<file path="src/rtl/image_scan_arbiter.sv">
// Two-requester arbiter that raster-scans a 16x16 pixel tile for the winner,
// hiding the memory's 1-cycle read latency behind a 2-entry output FIFO.
module image_scan_arbiter #(
  parameter int COLS   = 16,
  parameter int ROWS   = 16,
  parameter int DATA_W = 16
) (
  input  logic              clk,
  input  logic              nrst,
  input  logic [1:0]        req,
  input  logic              abort,
  output logic [1:0]        grant,
  output logic              busy,
  output logic              mem_rd,
  output logic [7:0]        mem_addr,
  input  logic [DATA_W-1:0] mem_data,
  output logic              pix_valid,
  input  logic              pix_ready,
  output logic [DATA_W-1:0] pix_data,
  output logic              pix_last,
  output logic              pix_owner,
  output logic              frame_done
);

  typedef enum logic [1:0] {IDLE, SCAN, DRAIN} state_t;

  state_t            state, state_nxt;
  logic [3:0]        row, col;
  logic              owner, last_owner, sel_owner;
  logic              pending, pending_last;
  logic [DATA_W-1:0] fifo_data [2];
  logic [1:0]        fifo_last;
  logic              wr_ptr, rd_ptr;
  logic [1:0]        count, count_nxt;
  logic [2:0]        outstanding;
  logic              pop, issue, last_addr, done, frame_done_q;

  always_comb begin
    pop         = (count != 2'd0) & pix_ready;
    // Credit: entries held plus the read in flight, after this cycle's pop.
    outstanding = {1'b0, count} + {2'b00, pending} - {2'b00, pop};
    issue       = (state == SCAN) && (outstanding < 3'd2);
    last_addr   = (row == 4'(ROWS - 1)) && (col == 4'(COLS - 1));
    count_nxt   = count + {1'b0, pending} - {1'b0, pop};
    sel_owner   = (req == 2'b11) ? ~last_owner : req[1];
    state_nxt   = state;
    done        = 1'b0;
    case (state)
      IDLE:  if (req != 2'b00) state_nxt = SCAN;
      SCAN: begin
        if (abort) state_nxt = IDLE;
        else if (issue && last_addr) state_nxt = DRAIN;
      end
      DRAIN: begin
        if (abort) state_nxt = IDLE;
        else if (!pending && count_nxt == 2'd0) begin
          state_nxt = IDLE;
          done      = 1'b1;
        end
      end
      default: state_nxt = IDLE;
    endcase
  end

  always_ff @(posedge clk) begin
    if (nrst) begin
      state        <= IDLE;
      row          <= '0;
      col          <= '0;
      owner        <= 1'b0;
      last_owner   <= 1'b1;
      pending      <= 1'b0;
      pending_last <= 1'b0;
      fifo_data[0] <= '0;
      fifo_data[1] <= '0;
      fifo_last    <= '0;
      wr_ptr       <= 1'b0;
      rd_ptr       <= 1'b0;
      count        <= '0;
      frame_done_q <= 1'b0;
    end else begin
      state        <= state_nxt;
      frame_done_q <= done;
      if (state == IDLE && req != 2'b00) owner <= sel_owner;
      pending      <= issue;
      pending_last <= last_addr;
      if (issue) begin
        if (col == 4'(COLS - 1)) begin
          col <= '0;
          row <= row + 4'd1;
        end else begin
          col <= col + 4'd1;
        end
      end
      if (pending) begin
        fifo_data[wr_ptr] <= mem_data;
        fifo_last[wr_ptr] <= pending_last;
        wr_ptr            <= ~wr_ptr;
      end
      if (pop) rd_ptr <= ~rd_ptr;
      count <= count_nxt;
      if (done) last_owner <= owner;
      // Abort discards the in-flight read and all buffered pixels.
      if (abort && state != IDLE) begin
        pending    <= 1'b0;
        count      <= '0;
        wr_ptr     <= 1'b0;
        rd_ptr     <= 1'b0;
        row        <= '0;
        col        <= '0;
        last_owner <= owner;
      end
    end
  end

  assign busy       = (state != IDLE);
  assign grant      = busy ? (owner ? 2'b10 : 2'b01) : 2'b00;
  assign mem_rd     = issue;
  assign mem_addr   = {row, col};
  assign pix_valid  = (count != 2'd0);
  assign pix_data   = fifo_data[rd_ptr];
  assign pix_last   = pix_valid & fifo_last[rd_ptr];
  assign pix_owner  = owner;
  assign frame_done = frame_done_q;

endmodule

</file>
<file path="config.mk">
export PLATFORM = sky130hd
export DESIGN_NAME = image_scan_arbiter
export DESIGN_NICKNAME = d
export VERILOG_FILES = /design/src/rtl/image_scan_arbiter.sv
export SDC_FILE = /design/constraint.sdc
export NUM_CORES = 1
export LEC_CHECK = 0
export BUFFER_PORTS_ARGS = -buffer_cell sky130_fd_sc_hd__buf_2
export CORE_MARGIN = 4
export CORE_UTILIZATION = 40
export DETAILED_ROUTE_END_ITERATION = 8
export GPL_ROUTABILITY_DRIVEN = 0
export MAX_ROUTING_LAYER = met4
export PLACE_DENSITY = 0.66
export SETUP_SLACK_MARGIN = 0.1
export SLEW_MARGIN = 20
export SYNTH_ARGS = -nofsm -noshare
export SYNTH_HDL_FRONTEND = slang
export SYNTH_SLANG_ARGS = --single-unit
</file>
<file path="constraint.sdc">
create_clock -name clk -period 4.19 [get_ports clk]
set_clock_uncertainty 0.2 [all_clocks]
set_input_delay 0.838 -clock clk [delete_from_list [all_inputs] [get_ports clk]]
set_output_delay 0.838 -clock clk [all_outputs]
set_load 0.05 [all_outputs]
</file>
Word level (Yosys, flattened, before mapping):

Memory sizes are Yosys's and may differ from the RTL's. A register that Yosys moved wholly into a read port is not among the register bits.
Index checks and enable logic that the tools add are counted.
W data, S select, Z words.

* add/subtract/negate cells: 6
* bitwise gates (word level): 5
* equality and inequality tests: 8
* $lt $le $gt $ge: 4
* reductions and logical operators: 18
* muxes and demuxes: 30

Operators with widths (count)
* $mux W1: 18
* $mux W16: 1
* $reduce_or A16 Y1: 1
* $mux W2: 7
* $add A4 B1 Y4 const B: 2
* $eq A4 B4 Y1 const B: 2
* $reduce_bool A2 Y1: 4
* $logic_and A1 B1 Y1: 7
* $pmux W2 S3: 1
* $eq A2 B2 Y1 const B: 2
* $logic_not A2 Y1: 2
* $lt A1 B2 Y1 const B: 2
* $mux W4: 1
* $add A2 B1 Y3: 1
* $lt A3 B2 Y1 const B: 1
* $ne A3 B2 Y1 const B: 1
* $ne A3 B3 Y1 const B: 1
* $not A1 Y1: 3
* $reduce_and A3 Y1: 1
* $sub A3 B1 Y3: 1
* $add A2 B1 Y2: 1
* $and A1 B1 Y1: 2
* $bwmux W2: 1
* $eq A2 B1 Y1 const B: 1
* 7 further kinds: 7

* output and inout bits: 32
* word-level logic and storage cells: 84
* memories kept: 1
* register bits: 21
* RAM bits: 32
* input bits: 22

Memories
* fifo_data: depth 2, bits a word 16, rd ports 1, clocked after memory_dff 1, wr ports 2, RTL line 31 `logic [DATA_W-1:0] fifo_data [2];`

Longest topological paths before layout:

Gate-level depths: netlist of the first run.

* depth in word-level cells: 10
* gate-level depth with buffers: 9

Worst setup path after synthesis of the first run:

OpenSTA, ideal clock, no wires.

* path kind: input -> output
* start: input port pix_ready
* end: output port mem_rd
* cell stages on the path: 8
* arrival: 3.102 ns
* slack: 0.050 ns
* cells stage by stage: o21a_1 > ha_1 > inv_1 > ha_1 > fa_1 > or3b_1 > buf_2 > nor2_1

* longest elaborated chain between the ends: 4

RTL lines
* start: declaration: RTL line 18 `input logic pix_ready,`
* $and A1 B1 Y1: RTL line 39 `pop = (count != 2'd0) & pix_ready;`
* $sub A3 B1 Y3: RTL line 41 `outstanding = {1'b0, count} + {2'b00, pending} - {2'b00, pop};`
* $lt A3 B2 Y1: RTL line 42 `issue = (state == SCAN) && (outstanding < 3'd2);`
* $logic_and A1 B1 Y1: RTL line 42
* end: declaration: RTL line 14 `output logic mem_rd,`

Every way passes these cells.

Worst setup path in the final report of the first run:

* start: input port pix_ready
* end: output port mem_rd

* longest elaborated chain between the ends: 4

RTL lines
* $and A1 B1 Y1: RTL line 39
* net pop: RTL line 36 `logic pop, issue, last_addr, done, frame_done_q;`
* $sub A3 B1 Y3: RTL line 41
* $lt A3 B2 Y1: RTL line 42
* $logic_and A1 B1 Y1: RTL line 42

The timed path passes the listed nets, and every way through them passes these cells.

==> results of run 1 <==
[cell type report]
type | count | area, µm² | area share
clock buffers | 7 | 76.3 | 0.0265
clock inverters | 1 | 7.51 | 0.00260
inverters | 12 | 45.0 | 0.0156
multi-input cells | 135 | 980 | 0.340
flip-flops and latches | 54 | 1400 | 0.486
well taps | 75 | 93.8 | 0.0325
repair buffers | 55 | 280 | 0.0972
[report_power, final]
group / total, W / switching (W) / leakage, nW / internal [W]
logic: 0.000615 / 0.000425 / 0.657 / 0.000190
clock network: 0.000281 / 0.000162 / 0.0385 / 0.000119
registers: 0.000677 / 0.0000485 / 0.511 / 0.000629
total: 0.00157 / 0.000636 / 1.21 / 0.000937
[state kept, by name, summed over array words and instances (netlist names), named ones only]
name and count:
wr_ptr 1, rd_ptr 1, fifo_last 2, pending_last 1, last_owner 1, pending 1
frame_done 1, fifo_data 32, col 4, row 4, state 2, pix_owner 1
count 2
[worst paths after layout]
| path | start | end |
|---|---|---|
| worst min-delay path | pending_last$_SDFF_PP0_ | fifo_last[1]$_SDFFE_PP0P_ |
| worst min register to register | pending_last$_SDFF_PP0_ | fifo_last[1]$_SDFFE_PP0P_ |
| worst max register to register | count[1]$_SDFF_PP0_ | state[0]$_SDFFE_PP0P_ |
| worst max-delay path | pix_ready | mem_rd |
[placed cells by master (no fill, tap or decap), types with 2 or more instances in the layout]
master and count:
buf_2 53, and2_1 33, edfxtp_1 32, dfxtp_1 22
mux2_2 16, inv_1 12, nand3_1 11, nor2_1 8
nand2_1 7, a21oi_1 7, clkbuf_8 5, mux2i_1 4
and3_1 4, nor3b_1 4, ha_1 4, xnor2_1 3
o21ai_0 3, or4_1 3, nand3b_1 2, nor3_1 2
nor4b_1 2, o31ai_1 2, a22o_1 2, clkbuf_1 2
buf_4 2
[metal layers]
layer / vias up / global-route usage / share of wire
li1: 858 / - / -
met1: 809 / 0.161 / 0.42
met2: 50 / 0.241 / 0.52
met3: 10 / 0.0266 / 0.050
met4: 0 / 0.0382 / 0.012
met5: - / - / 0
[cell families (layout without fill, tap and decap cells)]
logic type	after synthesis	count (layout)
flops	54	54
buf+inv	23	75
mux	20	20
xor+xnor	4	4
fa+ha+maj	5	5
compound gates	23	23
simple gates	83	83
[stage by stage]
stage,hold WS (ps),cell area [µm²],total power [W],util,instances
2_1_floorplan,243,2470,0.00115,-,212
3_3_place_gp,258,2800,0.00130,0.470,331
3_5_place_dp,260,2800,0.00130,0.470,331
4_1_cts,284,2880,0.00158,0.484,339
5_1_grt,300,2880,0.00165,0.484,339
6_report,281,2880,0.00157,0.484,339
==> results_dict.tcl, run 1 <==
set metrics [dict create \
    grt_pass1_wl_mm 7.73 \
    finalSetupViolCount 0 \
    h-tree-depth 2 \
    holdPathStages 1 \
    leakage_nw 1.21 \
    synth_top_family_by_area "simple AND/OR/NAND/NOR gates" \
    drt_iter0_markers 48 \
    fmax_mhz 260 \
    tightest_slew_ps 747 \
    dp_hpwl_mm 3.44 \
    syn2layout_area_growth_pct 16.9 \
    ys_types 39 \
    drtAntennaViolNets 0 \
    synthMuxAreaShare 0.0893 \
    fill_cells 575 \
    slew_headroom 0.501 \
    path_buf_inv 3 \
    min_path_type "flop to flop" \
    synth-compound-area-share 0.0649 \
    drt-vias-per-instance 5.09 \
    cts_tree "built" \
    critPathSlowestCell "fa_1" \
    antenna_cells 0 \
    r2r_slack_ps 960 \
    layout-drive-gt1-share 0.303 \
    cts_setup_buffers 0 \
    synth_most_common_cell "and2_1" \
    synth_simple_gate_area_frac 0.199 \
    drt_pass1_iterations 4 \
    die_height_um 86.5 \
    die_w_um 86.5 \
    crit_path_end_kind "output port" \
    fin_nets 290 \
    synth.top_cell.area_share 0.390 \
    numCtsBuffers 5 \
    io_buffers 53 \
    status "completed" \
    arrival_ps 2810 \
    rsz0062_at_grt "false" \
    synth_fa_ha_area_frac 0.0284 \
    synth-async-reset-ratio 0 \
    synth_xor_xnor_area_share 0.0142 \
    synth-edff-count 32 \
    path_cells "buf_2, o21a_1, ha_1, inv_1, ha_1, fa_1, or3b_1, nor2_2, buf_2" \
    grt_overflow 0 \
    ctsResizeCount 0 \
    cts_sinks 54 \
    crit_type "input pin to output port" \
    io_pins 54 \
    crit_path_max_incr_delay_ps 500 \
    reg2reg_depth 9 \
    critPathTopFamily "adder cells" \
    finalHoldViolCount 0 \
    antenna_found_initial 0 \
    synth-seq-area-share 0.568 \
    synth_common_cells "and2_1 (33), edfxtp_1 (32), dfxtp_1 (22), mux2_2 (16), inv_1 (12)" \
    vias 1727 \
    wire_per_inst_um 14.6 \
    die_area_um2 7490 \
    post-place-ws_ps 341 \
    core_um2 5960 \
    setup_slack_ps 338 \
    grt_util_all_layers 0.137 \
    critPathLaunchType "input pin" \
    ys.flop_type "edfxtp_1" \
    totalNegativeSetupSlack_ps 0 \
    power.density_nw_per_um2 545 \
    clk_pin_slew_worst_paths_ps 90 \
    ys_warn_count 0 \
    routed_wl_mm 4.95 \
    syn_inst 212 \
    cp.depth 9 \
    avgSynthCellArea_um2 11.6 \
    grt_max_degree 18 \
    period_needed_ps 3850 \
    drv_cap 0 \
    cts_hold_buf 0 \
    syn_area_um2 2470 \
    cts-root-buf "clkbuf_8" \
    drv_slew 0 \
    syn_nets 239 \
    yosys_register_bits 54 \
    initial_utilization 0.414 \
    num_rows 28 \
    drc 0 \
    worstPathMaxFanout 5 \
    worstSkewPairLatency_ps 300 \
    finalCritPeriodShare 0.919 \
    ys_top_cells_by_area "edfxtp_1 (39%), dfxtp_1 (18%), and2_1 (8.4%)" \
    clk_path_buf_depth 2 \
    first_global_vias 1639 \
    synth_largest_area_cell "edfxtp_1" \
    peakVddDrop_mv 0.286 \
    crit_required_ps 3150 \
]
No activity file was read; power rests on OpenSTA's default activity.
==> run 2: changes to the inputs <==
--- a/config.mk
+++ b/config.mk
@@ -5,13 +5,13 @@
 export SDC_FILE = /design/constraint.sdc
 export NUM_CORES = 1
 export LEC_CHECK = 0
-export BUFFER_PORTS_ARGS = -buffer_cell sky130_fd_sc_hd__buf_2
 export CORE_MARGIN = 4
 export CORE_UTILIZATION = 40
 export DETAILED_ROUTE_END_ITERATION = 8
+export DONT_BUFFER_PORTS = 1
 export GPL_ROUTABILITY_DRIVEN = 0
 export MAX_ROUTING_LAYER = met4
-export PLACE_DENSITY = 0.66
+export PLACE_DENSITY = 0.58
 export SETUP_SLACK_MARGIN = 0.1
 export SLEW_MARGIN = 20
 export SYNTH_ARGS = -nofsm -noshare
==> run 2 against run 1 <==
Power down 2.5%. Sequential cell count unchanged. First-iteration DRC count up 92%. Maximum frequency up 4.7%. Sequential power up 3.1%. Die area unchanged. Critical path type unchanged. Critical endpoint unchanged.
==> results_dict.tcl, run 2 (same netlist as run 1, synthesis figures left out) <==
set metrics [dict create \
    critPathLaunchType "input pin" \
    clk_path_buf_depth 2 \
    grt_max_degree 19 \
    crit_path_max_incr_delay_ps 500 \
    critPathSlowestCell "fa_1" \
    drt-vias-per-instance 5.29 \
    regMostFlops "fifo_data" \
    first_global_vias 1532 \
    period_needed_ps 3680 \
    largest_reg_flops 32 \
    critPathTopFamily "adder cells" \
    grt_pass1_wl_mm 7.59 \
    fin_nets 238 \
    fmax_mhz 272 \
    crit_path_end_kind "output port" \
    worstSkewPairLatency_ps 300 \
    dp_hpwl_mm 3.32 \
    routed_wl_mm 4.72 \
    path_buf_inv 2 \
    layout-drive-gt1-share 0.142 \
    io_buffers 0 \
    arrival_ps 2640 \
    syn2layout_area_growth_pct 6.95 \
    drtAntennaViolNets 0 \
    tightest_slew_ps 1070 \
    finalSetupViolCount 0 \
    hold_slack_ps 294 \
    cts-root-buf "clkbuf_8" \
    cts_setup_buffers 0 \
    cts_sinks 54 \
    reg.largest.list "fifo_data: 32 flops, col: 4 flops, row: 4 flops" \
    leakage_nw 0.980 \
    drt_iter0_markers 92 \
    h-tree-depth 2 \
    totalNegativeSetupSlack_ps 0 \
    io_pins 54 \
    vias 1517 \
    finalCritPeriodShare 0.878 \
    finalHoldViolCount 0 \
    grt_overflow 0 \
    drv_slew 0 \
    core_um2 5960 \
    numCtsBuffers 5 \
    min_path_type "flop to flop" \
    peakVddDrop_mv 0.192 \
    num_rows 28 \
    mostFrequentLayoutCell "and2_1" \
    die_w_um 86.5 \
    die_height_um 86.5 \
    cp_common_cell "ha_1" \
    drt_pass1_iterations 4 \
    worstPathMaxFanout 5 \
    power.density_nw_per_um2 581 \
    wire_per_inst_um 16.5 \
    rsz0062_at_grt "false" \
    initial_utilization 0.414 \
    antenna_found_initial 0 \
    antenna_cells 0 \
    ctsResizeCount 0 \
    grt_util_all_layers 0.134 \
    crit_type "input pin to output port" \
    slew_headroom 0.290 \
    layout_common_cells "and2_1 (33), edfxtp_1 (32), dfxtp_1 (22)" \
    die_area_um2 7490 \
    cts_hold_buf 0 \
    crit_required_ps 3150 \
    path_cells "o21a_1, ha_1, inv_1, ha_1, fa_1, or3b_1, nor2_2, buf_4" \
    status "completed" \
    cts_tree "built" \
    clk_pin_slew_worst_paths_ps 110 \
    drv_cap 0 \
    drc 0 \
]
run 2: worst paths after layout:
check | startpoint | to | slack [ps] | cells after the start
max | pix_ready | mem_rd | 510 | 8
min reg2reg | fifo_last[0]$_SDFFE_PP0P_ | fifo_last[0]$_SDFFE_PP0P_ | 290 | 1
max reg2reg | count[1]$_SDFF_PP0_ | state[0]$_SDFFE_PP0P_ | 990 | 9
min | fifo_last[0]$_SDFFE_PP0P_ | fifo_last[0]$_SDFFE_PP0P_ | 290 | 1
run 2: routing by layer:
| layer | track usage | up-vias | wire length [µm] |
|---|---|---|---|
| met2 | 0.209 | 34 | 2340 |
| li1 | - | 751 | - |
| met1 | 0.171 | 727 | 2040 |
| met3 | 0.0323 | 5 | 295 |
| met4 | 0.0467 | 0 | 54 |
| met5 | - | - | 0 |
run 2: area by class of cell:
| cell class | instances | area [µm²] |
|---|---|---|
| repair buffers | 3 | 22.5 |
| fillers | 564 | 3320 |
| multi-input cells | 135 | 980 |
| clock inverters | 3 | 26.3 |
| inverters | 12 | 45.0 |
| clock buffers | 5 | 68.8 |
| well taps | 75 | 93.8 |
| flip-flops and latches | 54 | 1400 |
run 2: through the flow:
| step | instances | area (µm²) | setup WS, ps | util | total power, W |
|---|---|---|---|---|---|
| 2_1_floorplan | 212 | 2470 | 279 | - | 0.00115 |
| 3_3_place_gp | 279 | 2540 | 524 | 0.427 | 0.00125 |
| 3_5_place_dp | 279 | 2540 | 506 | 0.427 | 0.00125 |
| 4_1_cts | 287 | 2640 | 502 | 0.443 | 0.00155 |
| 5_1_grt | 287 | 2640 | 435 | 0.443 | 0.00162 |
| 6_report | 287 | 2640 | 512 | 0.443 | 0.00153 |
run 2: report_power, final:
part           switching, W  internal (W)  total, W
clock              0.000177      0.000121  0.000298
combinational      0.000384      0.000153  0.000537
sequential        0.0000697      0.000629  0.000698
total              0.000631      0.000902   0.00153
==> run 3: changes to the inputs <==
==> constraint.sdc (replaced) <==
create_clock -name clk -period 4.2 [get_ports clk]
set_clock_uncertainty 0.2 [all_clocks]
set_input_delay 0.84 -clock clk [delete_from_list [all_inputs] [get_ports clk]]
set_output_delay 0.84 -clock clk [all_outputs]
set_load 0.05 [all_outputs]
==> run 3 against run 2 <==
Utilization hardly changed. Cell count stayed put. Count of clock-buffer cells in the layout stayed put. Non-clock buffer count stayed put. Die area stayed put. Largest power group unchanged. Global-route usage is 0.28 points lower. Register-to-register slack worse by 30 ps. Routed wire length is 1.6% lower.
==> results_dict.tcl, run 3 (same netlist as run 1, synthesis figures left out) <==
set metrics [dict create \
    drt_pass1_iterations 4 \
    num_rows 28 \
    ctsResizeCount 0 \
    r2r_slack_ps 960 \
    critPathLaunchType "input pin" \
    antenna_cells 0 \
    io_pins 54 \
    io_buffers 0 \
    grt_max_degree 19 \
    drt_iter0_markers 38 \
    fill_cells 588 \
    design_area_um2 2640 \
    rsz0062_at_grt "false" \
    arrival_ps 2650 \
    layout-drive-gt1-share 0.142 \
    cts_tree "built" \
    crit_required_ps 3160 \
    layout_common_cells "and2_1 (33), edfxtp_1 (32), dfxtp_1 (22)" \
    initial_utilization 0.414 \
    reg.largest.list "fifo_data: 32 flops, col: 4 flops, row: 4 flops" \
    power.density_nw_per_um2 582 \
    syn2layout_area_growth_pct 6.90 \
    slew_headroom 0.286 \
    dpl-instance-area_um2 2540 \
    drt-vias-per-instance 5.27 \
    fmax_mhz 271 \
    crit_type "input pin to output port" \
    leakage_nw 0.977 \
    largest_reg_flops 32 \
    cts_hold_buf 0 \
    grt_pass1_wl_mm 7.36 \
    fin_nets 238 \
    core_um2 5960 \
    regMostFlops "fifo_data" \
    period_needed_ps 3690 \
    h-tree-depth 2 \
    drv_slew 0 \
    cts-root-buf "clkbuf_8" \
    finalCritPeriodShare 0.880 \
    antenna_found_initial 0 \
    drv_cap 0 \
    die_area_um2 7490 \
    die_w_um 86.5 \
    die_height_um 86.5 \
    grt_overflow 0 \
    grt_util_all_layers 0.132 \
    routed_wl_mm 4.65 \
    multi_input_area_um2 980 \
    first_global_vias 1473 \
    min_path_type "flop to flop" \
    clk_pin_slew_worst_paths_ps 110 \
    vias 1512 \
    finalHoldViolCount 0 \
    totalNegativeSetupSlack_ps 0 \
    worstSkewPairLatency_ps 300 \
    finalSetupViolCount 0 \
    drtAntennaViolNets 0 \
    cts_setup_buffers 0 \
    peakVddDrop_mv 0.179 \
    cts_sinks 54 \
    mostFrequentLayoutCell "and2_1" \
    clk_path_buf_depth 2 \
    drc 0 \
    crit_path_end_kind "output port" \
    status "completed" \
    worstPathMaxFanout 5 \
    numCtsBuffers 5 \
    wire_per_inst_um 16.2 \
    tightest_slew_ps 1070 \
    dp_hpwl_mm 3.34 \
    regArea_um2 1400 \
]
==> run 3: cell count changes in the layout (fill, tap and decap cells not counted) <==
| cell | before | now |
|---|---|---|
| clkinv_4 | 3 | 1 |
| clkinvlp_4 | 0 | 1 |
| inv_6 | 0 | 1 |
==> run 3: worst paths after layout <==
kind | start | endpoint | depth (start not counted)
max reg2reg | count[1]$_SDFF_PP0_ | state[0]$_SDFFE_PP0P_ | 9
min reg2reg | pending_last$_SDFF_PP0_ | fifo_last[0]$_SDFFE_PP0P_ | 1
max | pix_ready | mem_rd | 8
min | pending_last$_SDFF_PP0_ | fifo_last[0]$_SDFFE_PP0P_ | 1
==> run 3: report_power, final <==
part,switching [W],total [W],internal (W)
clock,0.000175,0.000296,0.000121
combinational,0.000389,0.000542,0.000153
sequential,0.0000683,0.000695,0.000627
==> run 3: cell type report <==
cell class,instances,area share
clock buffer,5,0.0261
clock inverter,3,0.00949
inverter,12,0.0171
multi-input combinational,135,0.372
sequential,54,0.532
tap,75,0.0356
timing repair buffer,3,0.00854
==> run 3: worst max-delay path: stages <==
cell    delay [ps]
o21a_1         110
ha_1           280
inv_1           40
ha_1           180
fa_1           500
or3b_1         420
nor2_2          90
buf_4          190
==> run 3: routing by layer <==
layer | share of wire | vias to the layer above | wire (µm) | GRT usage
li1 | - | 750 | - | -
met1 | 0.44 | 723 | 2040 | 0.161
met2 | 0.48 | 33 | 2240 | 0.208
met3 | 0.065 | 6 | 301 | 0.0409
met5 | 0 | - | 0 | -
met4 | 0.014 | 0 | 67 | 0.0425
==> run 3: metrics by stage <==
step	power, W	hold WS (ps)	setup WS [ps]	instances	utilization
final	0.00153	298	505	287	0.443
after global routing	0.00161	316	408	287	0.443
after CTS	0.00155	296	509	287	0.443
after detailed placement	0.00125	276	511	279	0.427
after global placement	0.00125	273	530	279	0.427
after floorplan	0.00115	243	285	212	-
